[src/rtl/uart_tx_scheduler.sv]
// Round-robin write arbiter feeding a shared TX FIFO, plus a drain FSM that
// pops one byte at a time into the UART transmitter.
module uart_tx_scheduler #(
    parameter int NUM_REQ = 4,
    parameter int WIDTH   = 8
) (
    input  logic                       clk,
    input  logic                       reset,
    input  logic [NUM_REQ-1:0]         req_valid,
    input  logic [NUM_REQ*WIDTH-1:0]   req_data,
    output logic [NUM_REQ-1:0]         req_ready,
    output logic                       fifo_wr_en,
    output logic [WIDTH-1:0]           fifo_data_in,
    input  logic                       fifo_full,
    output logic                       fifo_rd_en,
    input  logic [WIDTH-1:0]           fifo_data_out,
    input  logic                       fifo_empty,
    output logic                       tx_start,
    output logic [WIDTH-1:0]           tx_data,
    input  logic                       tx_busy,
    input  logic                       tx_done,
    output logic [$clog2(NUM_REQ)-1:0] grant_id,
    output logic                       sched_busy
);

    localparam int IDW = $clog2(NUM_REQ);
    localparam logic [IDW-1:0] LAST_ID = IDW'(NUM_REQ - 1);

    localparam logic [2:0] S_IDLE   = 3'd0;
    localparam logic [2:0] S_RDWAIT = 3'd1;
    localparam logic [2:0] S_LOAD   = 3'd2;
    localparam logic [2:0] S_START  = 3'd3;
    localparam logic [2:0] S_TXWAIT = 3'd4;

    logic [2:0]       r_state;
    logic [2:0]       w_next;
    logic [IDW-1:0]   r_ptr;
    logic [IDW-1:0]   r_grant;
    logic [WIDTH-1:0] r_tx_data;
    logic             r_tx_start;
    logic             r_busy;
    logic             w_found;
    logic [IDW-1:0]   w_winner;
    logic             w_rd_en;
    logic             w_accept;

    function automatic logic [IDW-1:0] rr_index(input logic [IDW-1:0] base, input int offset);
        int sum;
        sum = int'(base) + offset;
        return (sum >= NUM_REQ) ? IDW'(sum - NUM_REQ) : IDW'(sum);
    endfunction

    // Round-robin search for the first valid requester starting at the pointer
    always_comb begin
        w_found  = 1'b0;
        w_winner = '0;
        for (int k = 0; k < NUM_REQ; k++) begin
            if (!w_found && req_valid[rr_index(r_ptr, k)]) begin
                w_found  = 1'b1;
                w_winner = rr_index(r_ptr, k);
            end else begin
                w_found  = w_found;
            end
        end
    end

    // Reset gating keeps every strobe quiet from the instant reset asserts; pop beats push
    assign w_rd_en      = (r_state == S_IDLE) & ~fifo_empty & ~tx_busy & ~reset;
    assign w_accept     = w_found & ~fifo_full & ~w_rd_en & ~reset;
    assign req_ready    = w_accept ? ({{(NUM_REQ-1){1'b0}}, 1'b1} << w_winner) : '0;
    assign fifo_wr_en   = w_accept;
    assign fifo_data_in = req_data[w_winner*WIDTH +: WIDTH];
    assign fifo_rd_en   = w_rd_en;

    // Drain FSM next-state decode
    always_comb begin
        case (r_state)
            S_IDLE:   w_next = w_rd_en ? S_RDWAIT : S_IDLE;
            S_RDWAIT: w_next = S_LOAD;
            S_LOAD:   w_next = S_START;
            S_START:  w_next = S_TXWAIT;
            S_TXWAIT: w_next = tx_done ? S_IDLE : S_TXWAIT;
            default:  w_next = S_IDLE;
        endcase
    end

    // Drain FSM state and registered transmitter-side outputs
    always_ff @(posedge clk or posedge reset) begin
        if (reset) begin
            r_state    <= S_IDLE;
            r_tx_data  <= '0;
            r_tx_start <= 1'b0;
            r_busy     <= 1'b0;
        end else begin
            r_state    <= w_next;
            r_tx_start <= (w_next == S_START);
            r_busy     <= (w_next != S_IDLE);
            if (r_state == S_LOAD) begin
                r_tx_data <= fifo_data_out;
            end else begin
                r_tx_data <= r_tx_data;
            end
        end
    end

    // Round-robin pointer and last-grant register advance only on an accepted push
    always_ff @(posedge clk or posedge reset) begin
        if (reset) begin
            r_ptr   <= '0;
            r_grant <= '0;
        end else if (w_accept) begin
            r_ptr   <= (w_winner == LAST_ID) ? '0 : w_winner + 1'b1;
            r_grant <= w_winner;
        end else begin
            r_ptr   <= r_ptr;
            r_grant <= r_grant;
        end
    end

    assign tx_start   = r_tx_start;
    assign tx_data    = r_tx_data;
    assign grant_id   = r_grant;
    assign sched_busy = r_busy;

endmodule

[config.mk]
export PLATFORM = sky130hd
export DESIGN_NAME = uart_tx_scheduler
export DESIGN_NICKNAME = d
export VERILOG_FILES = /design/src/rtl/uart_tx_scheduler.sv
export SDC_FILE = /design/constraint.sdc
export NUM_CORES = 1
export LEC_CHECK = 0
export ABC_AREA = 1
export BUFFER_PORTS_ARGS = -buffer_cell sky130_fd_sc_hd__buf_2
export CAP_MARGIN = 5
export CELL_PAD_IN_SITES_DETAIL_PLACEMENT = 0
export CELL_PAD_IN_SITES_GLOBAL_PLACEMENT = 1
export CORE_MARGIN = 2
export CORE_UTILIZATION = 29
export CTS_CLUSTER_DIAMETER = 100
export DETAILED_ROUTE_END_ITERATION = 8
export PLACE_DENSITY = 0.87
export SETUP_SLACK_MARGIN = 0.5
export SLEW_MARGIN = 5
export SYNTH_ARGS = -nofsm -noshare
export SYNTH_HDL_FRONTEND = slang
export SYNTH_SLANG_ARGS = --single-unit
[constraint.sdc]
create_clock -name clk -period 2.55 [get_ports clk]
set_clock_uncertainty 0.2 [all_clocks]
set_input_delay 0.255 -clock clk [delete_from_list [all_inputs] [get_ports clk]]
set_output_delay 0.255 -clock clk [all_outputs]
set_load 0.02 [all_outputs]
# Yosys cells after proc, flatten, opt, wreduce, memory -nomap -nowiden
# Cells that the tools add are included.
# word_totals
in_bits	50
regBits	17
elab_cells	74
# classes
n_addsub	8
n_reduce_logical	8
eq_ne	6
n_lt_le_gt_ge	8
bitwise_logic	11
mux	25
shifts	2
# ops
cell	n
variable part select 32 x 6 -> 8 bit	1
two-way mux 2 bit	9
case mux 3 bit (5 select lines)	1
< comparator 2 x 3 -> 1 bit, second input constant	4
== test 3 x 2 -> 1 bit, second input constant	3
>= comparator 3 bit, second input constant	3
two-way mux 1 bit	9
binary-select mux 1 bit (select 2 bit)	4
subtractor 2 x 1 -> 2 bit, second input constant	4
adder 2 x 2 -> 3 bit, second input constant	2
bitwise AND 1 bit	6
inverter 1 bit	5
two-way mux 4 bit	1
<< shifter 1 x 2 -> 4 bit, first input constant	1
adder 2 x 1 -> 3 bit, second input constant	1
== test 3 x 1 -> 1 bit, second input constant	1
== test 3 bit, second input constant	1
>= comparator 2 x 3 -> 1 bit, second input constant	1
logical AND 1 bit	3
zero test 1 bit	3
zero test 3 bit	1
two-way mux 3 bit	1
nonzero test 3 bit	1
adder 2 x 1 -> 2 bit, second input constant	1
== test 2 bit, second input constant	1

# Longest topological paths before layout
# logic_depth
depth_word	18
mapped_depth	15

# Least setup slack after synthesis
# OpenSTA, ideal clock, no wires.
# synth_timing
path_kind	reg2out
startpoint	register r_ptr[0]
endpoint	output port req_ready[3]
path_stages_with_launch	15
n_path_buf	2
setup_slack_ns	0.222
arrival_time_ns	1.873
required_time_ns	2.095
cell_sequence	dfrtp_1 buf_6 inv_6 nand2_1 nand3_1 nand2_2 inv_1 nand2_1 nand2_2 nand3_4 buf_6 inv_1 ha_1 inv_1 nor2_1
# synth_lines
element	line_no	text
start: declaration	37	logic [IDW-1:0] r_ptr;
start signal: assignment	112	r_ptr <= (w_winner == LAST_ID) ? '0 : w_winner + 1'b1;
start signal: assignment	115	r_ptr <= r_ptr;
branches (longest 13 deep; another with adder 2 x 1 -> 3 bit)	-	
two-way mux 2 bit *	58	if (!w_found && req_valid[rr_index(r_ptr, k)]) begin
via w_winner[0]	43	logic [IDW-1:0] w_winner;
<< shifter 1 x 2 -> 4 bit *	70	assign req_ready = w_accept ? ({{(NUM_REQ-1){1'b0}}, 1'b1} << w_winner) : '0;
two-way mux 4 bit *	70	
end: declaration	11	output logic [NUM_REQ-1:0] req_ready,
# Mark *: on every way through the listed nets, which the timed path passes. The select of a mux whose other input is x is not followed.

# Final worst setup path
# Ends and elaborated chain as after synthesis.

==> flow_summary.ini <==
[routing]
drc = 0
ant_nets = 0
drt-initial-drc-count = 54
vias_per_cell = 4.53
wirelength_mm = 4.83
firstDrtPassIters = 5
vias = 1868
avgRoutedWirePerCell_um = 11.7

[setup_path]
crit_path_end_kind = primary output
r2r.worst_path.cells = 14
timing.rr.end = grant_id[1]
timing.rr.start = r_ptr[0]
reg2reg_setup_slack_ps = 310
crit_type = flop to primary output
cp.required_ps = 2100
crit_arrival_ps = 2100
start_kind = flop
worstPathMaxFanout = 7

[floorplanning]
ios = 76
start_util = 0.305
core_area_um2 = 4820
num_rows = 25
die_area_um2 = 5660
fp.dieW_um = 75.2
die_h_um = 75.2

[final_layout]
layout.area.seq_um2 = 428
final_cell_mix = nand2_1, buf_2, inv_1
diodes = 0
syn_to_final_growth_pct = 79.2
multi_input_area_um2 = 1070
finish.instance_area_um2 = 2640
nets = 400
drive_above_1_share = 0.496
final_common_cell = nand2_1
n_fill_cell = 468

[global_routing]
grt.total_usage = 0.160
antenna_found_initial = 0
grt_pass1_wl_mm = 7.19
grt_overflow = 0
grt_pass1_vias = 1724
grt_max_degree = 18

[synth]
ys.flop_type = dfrtp_1
async_flop_share = 1.00
ys_seq_area_frac = 0.289
synthesis.area_um2 = 1470
ys_seq_elements = 17
synth_edf_count = 0
ys_types = 23
syn_avg_cell_area_um2 = 6.16
yosys_warnings = 0
syn_nets = 293
synth_cells = 239

[outcome]
violations = negative hold slack, negative setup slack
status = finished, violations left

[timing]
max_freq_mhz = 391
drv_slew = 0
worst_slack_ps = -7.88
rsz0062_at_grt = true
finalCriticalPeriod_ps = 2560
fin_crit_sh = 1.00
finalSetupViolCount = 2
finalSetupTns_ps = -10.7
finalHoldViolations = 1
fin_hold_ws_ps = -1.13
tightest_slew_ps = 237
slew_headroom = 0.841

[placement]
placed_area_um2 = 2080
dp_hpwl_mm = 3.10
io_buffers = 75
place_congestion = 0.817

[clock_tree]
clock-root-buffer = clkbuf_8
h-tree-depth = 1
numCtsBuffers = 3
cts_tree = built
clock-sinks = 17
clockBufferDepth = 2
clkLatencyLatePin_ps = 250
path_clk_slew_ps = 60

[worst_hold_path]
hold_path_startpoint = fifo_data_out[0]
holdPathEnd = tx_data[0]
holdCritPathClass = input pin to flop
hold_path_depth = 3

[flow_run]
maxCapViolations = 0
-- kinds of logic (layout without fill, tap and decap cells) --
group | after synthesis | count (layout) | synth area share
DFF | 17 | 17 | 0.289
AOI/OAI and AO/OA | 6 | 6 | 0.0230
buffers and inverters | 61 | 165 | 0.173
adders and majority gates | 4 | 4 | 0.0340
and+or+nand+nor | 151 | 153 | 0.481
-- flip-flops by register name (all words and copies together) (netlist names) --
name	flops
tx_data	8
sched_busy	1
grant_id	2
tx_start	1
r_ptr	2
r_state	3
-- per-layer routing --
metal / up-vias / global-route usage / wire (µm)
li1: 957 / - / -
met1: 866 / 0.202 / 2030
met2: 42 / 0.287 / 2610
met3: 3 / 0.0214 / 156
met4: 0 / 0.0429 / 31
met5: - / 0 / 0
-- cell type report --
cell class | count | share of cell area
Tap cell | 67 | 0.0318
Inverter | 55 | 0.0916
Timing Repair Buffer | 104 | 0.285
Multi-Input combinational cell | 163 | 0.407
Sequential cell | 17 | 0.162
Timing Repair inverter | 2 | 0.00522
Clock buffer | 4 | 0.0171
-- critical path, stage by stage (launching register included) --
cell and delay (ps):
dfrtp_2 430, buf_12 160, inv_12 70, nand2_4 60, nand3_4 80, nand2_4 70
nor2_4 160, nand3_4 190, nand3_4 210, inv_6 50, ha_4 150, inv_2 60
nor2_4 30, buf_6 120
-- cells in the mapped netlist, types with 2 or more instances --
master,instances,share of area
nand2_1,88,0.22
inv_1,51,0.13
nand3_1,23,0.078
dfrtp_1,17,0.29
nand4_1,17,0.072
nor2_1,9,0.023
nand2_2,7,0.030
buf_2,4,0.014
ha_1,4,0.034
buf_6,2,0.015
clkinv_1,2,0.0051
nand3_4,2,0.024
o21ai_0,2,0.0068
o21ai_1,2,0.0068
-- metrics by stage --
| stage | cells | utilization | hold slack [ps] | worst slack (ps) |
|---|---|---|---|---|
| finish | 412 | 0.547 | -1.13 | -7.88 |
| global route | 412 | 0.547 | 14.1 | -91.0 |
| CTS | 407 | 0.512 | 0.256 | 29.2 |
| detailed placement | 382 | 0.433 | 114 | 18.2 |
| global placement | 382 | 0.433 | 111 | 51.7 |
| floorplan | 239 | - | -10.7 | 408 |
-- worst max-delay path by stage --
stage                  start            to  slack [ps]  depth (start not counted)
global placement    r_ptr[0]  req_ready[2]          50                         11
detailed placement  r_ptr[0]  req_ready[1]          20                         12
floorplan           r_ptr[0]  req_ready[1]         410                         14
finish              r_ptr[0]  req_ready[3]          -8                         13
CTS                 r_ptr[0]  req_ready[0]          30                         14
global route        r_ptr[0]  req_ready[3]         -90                         13
-- repair_timing --
item / in CTS / in global routing
buffers inserted: 12 / 4
pin swaps: 15 / 19
gates resized for setup: 41 / 36
hold buffers: 5 / 0
cloned: 4 / 1
endpoints found under the setup margin: 17 / 17
hold endpoints to repair: 21 / 0
Power is not shown: default switching activity piles up to over one toggle a cycle in this logic, so the estimate is an artifact.
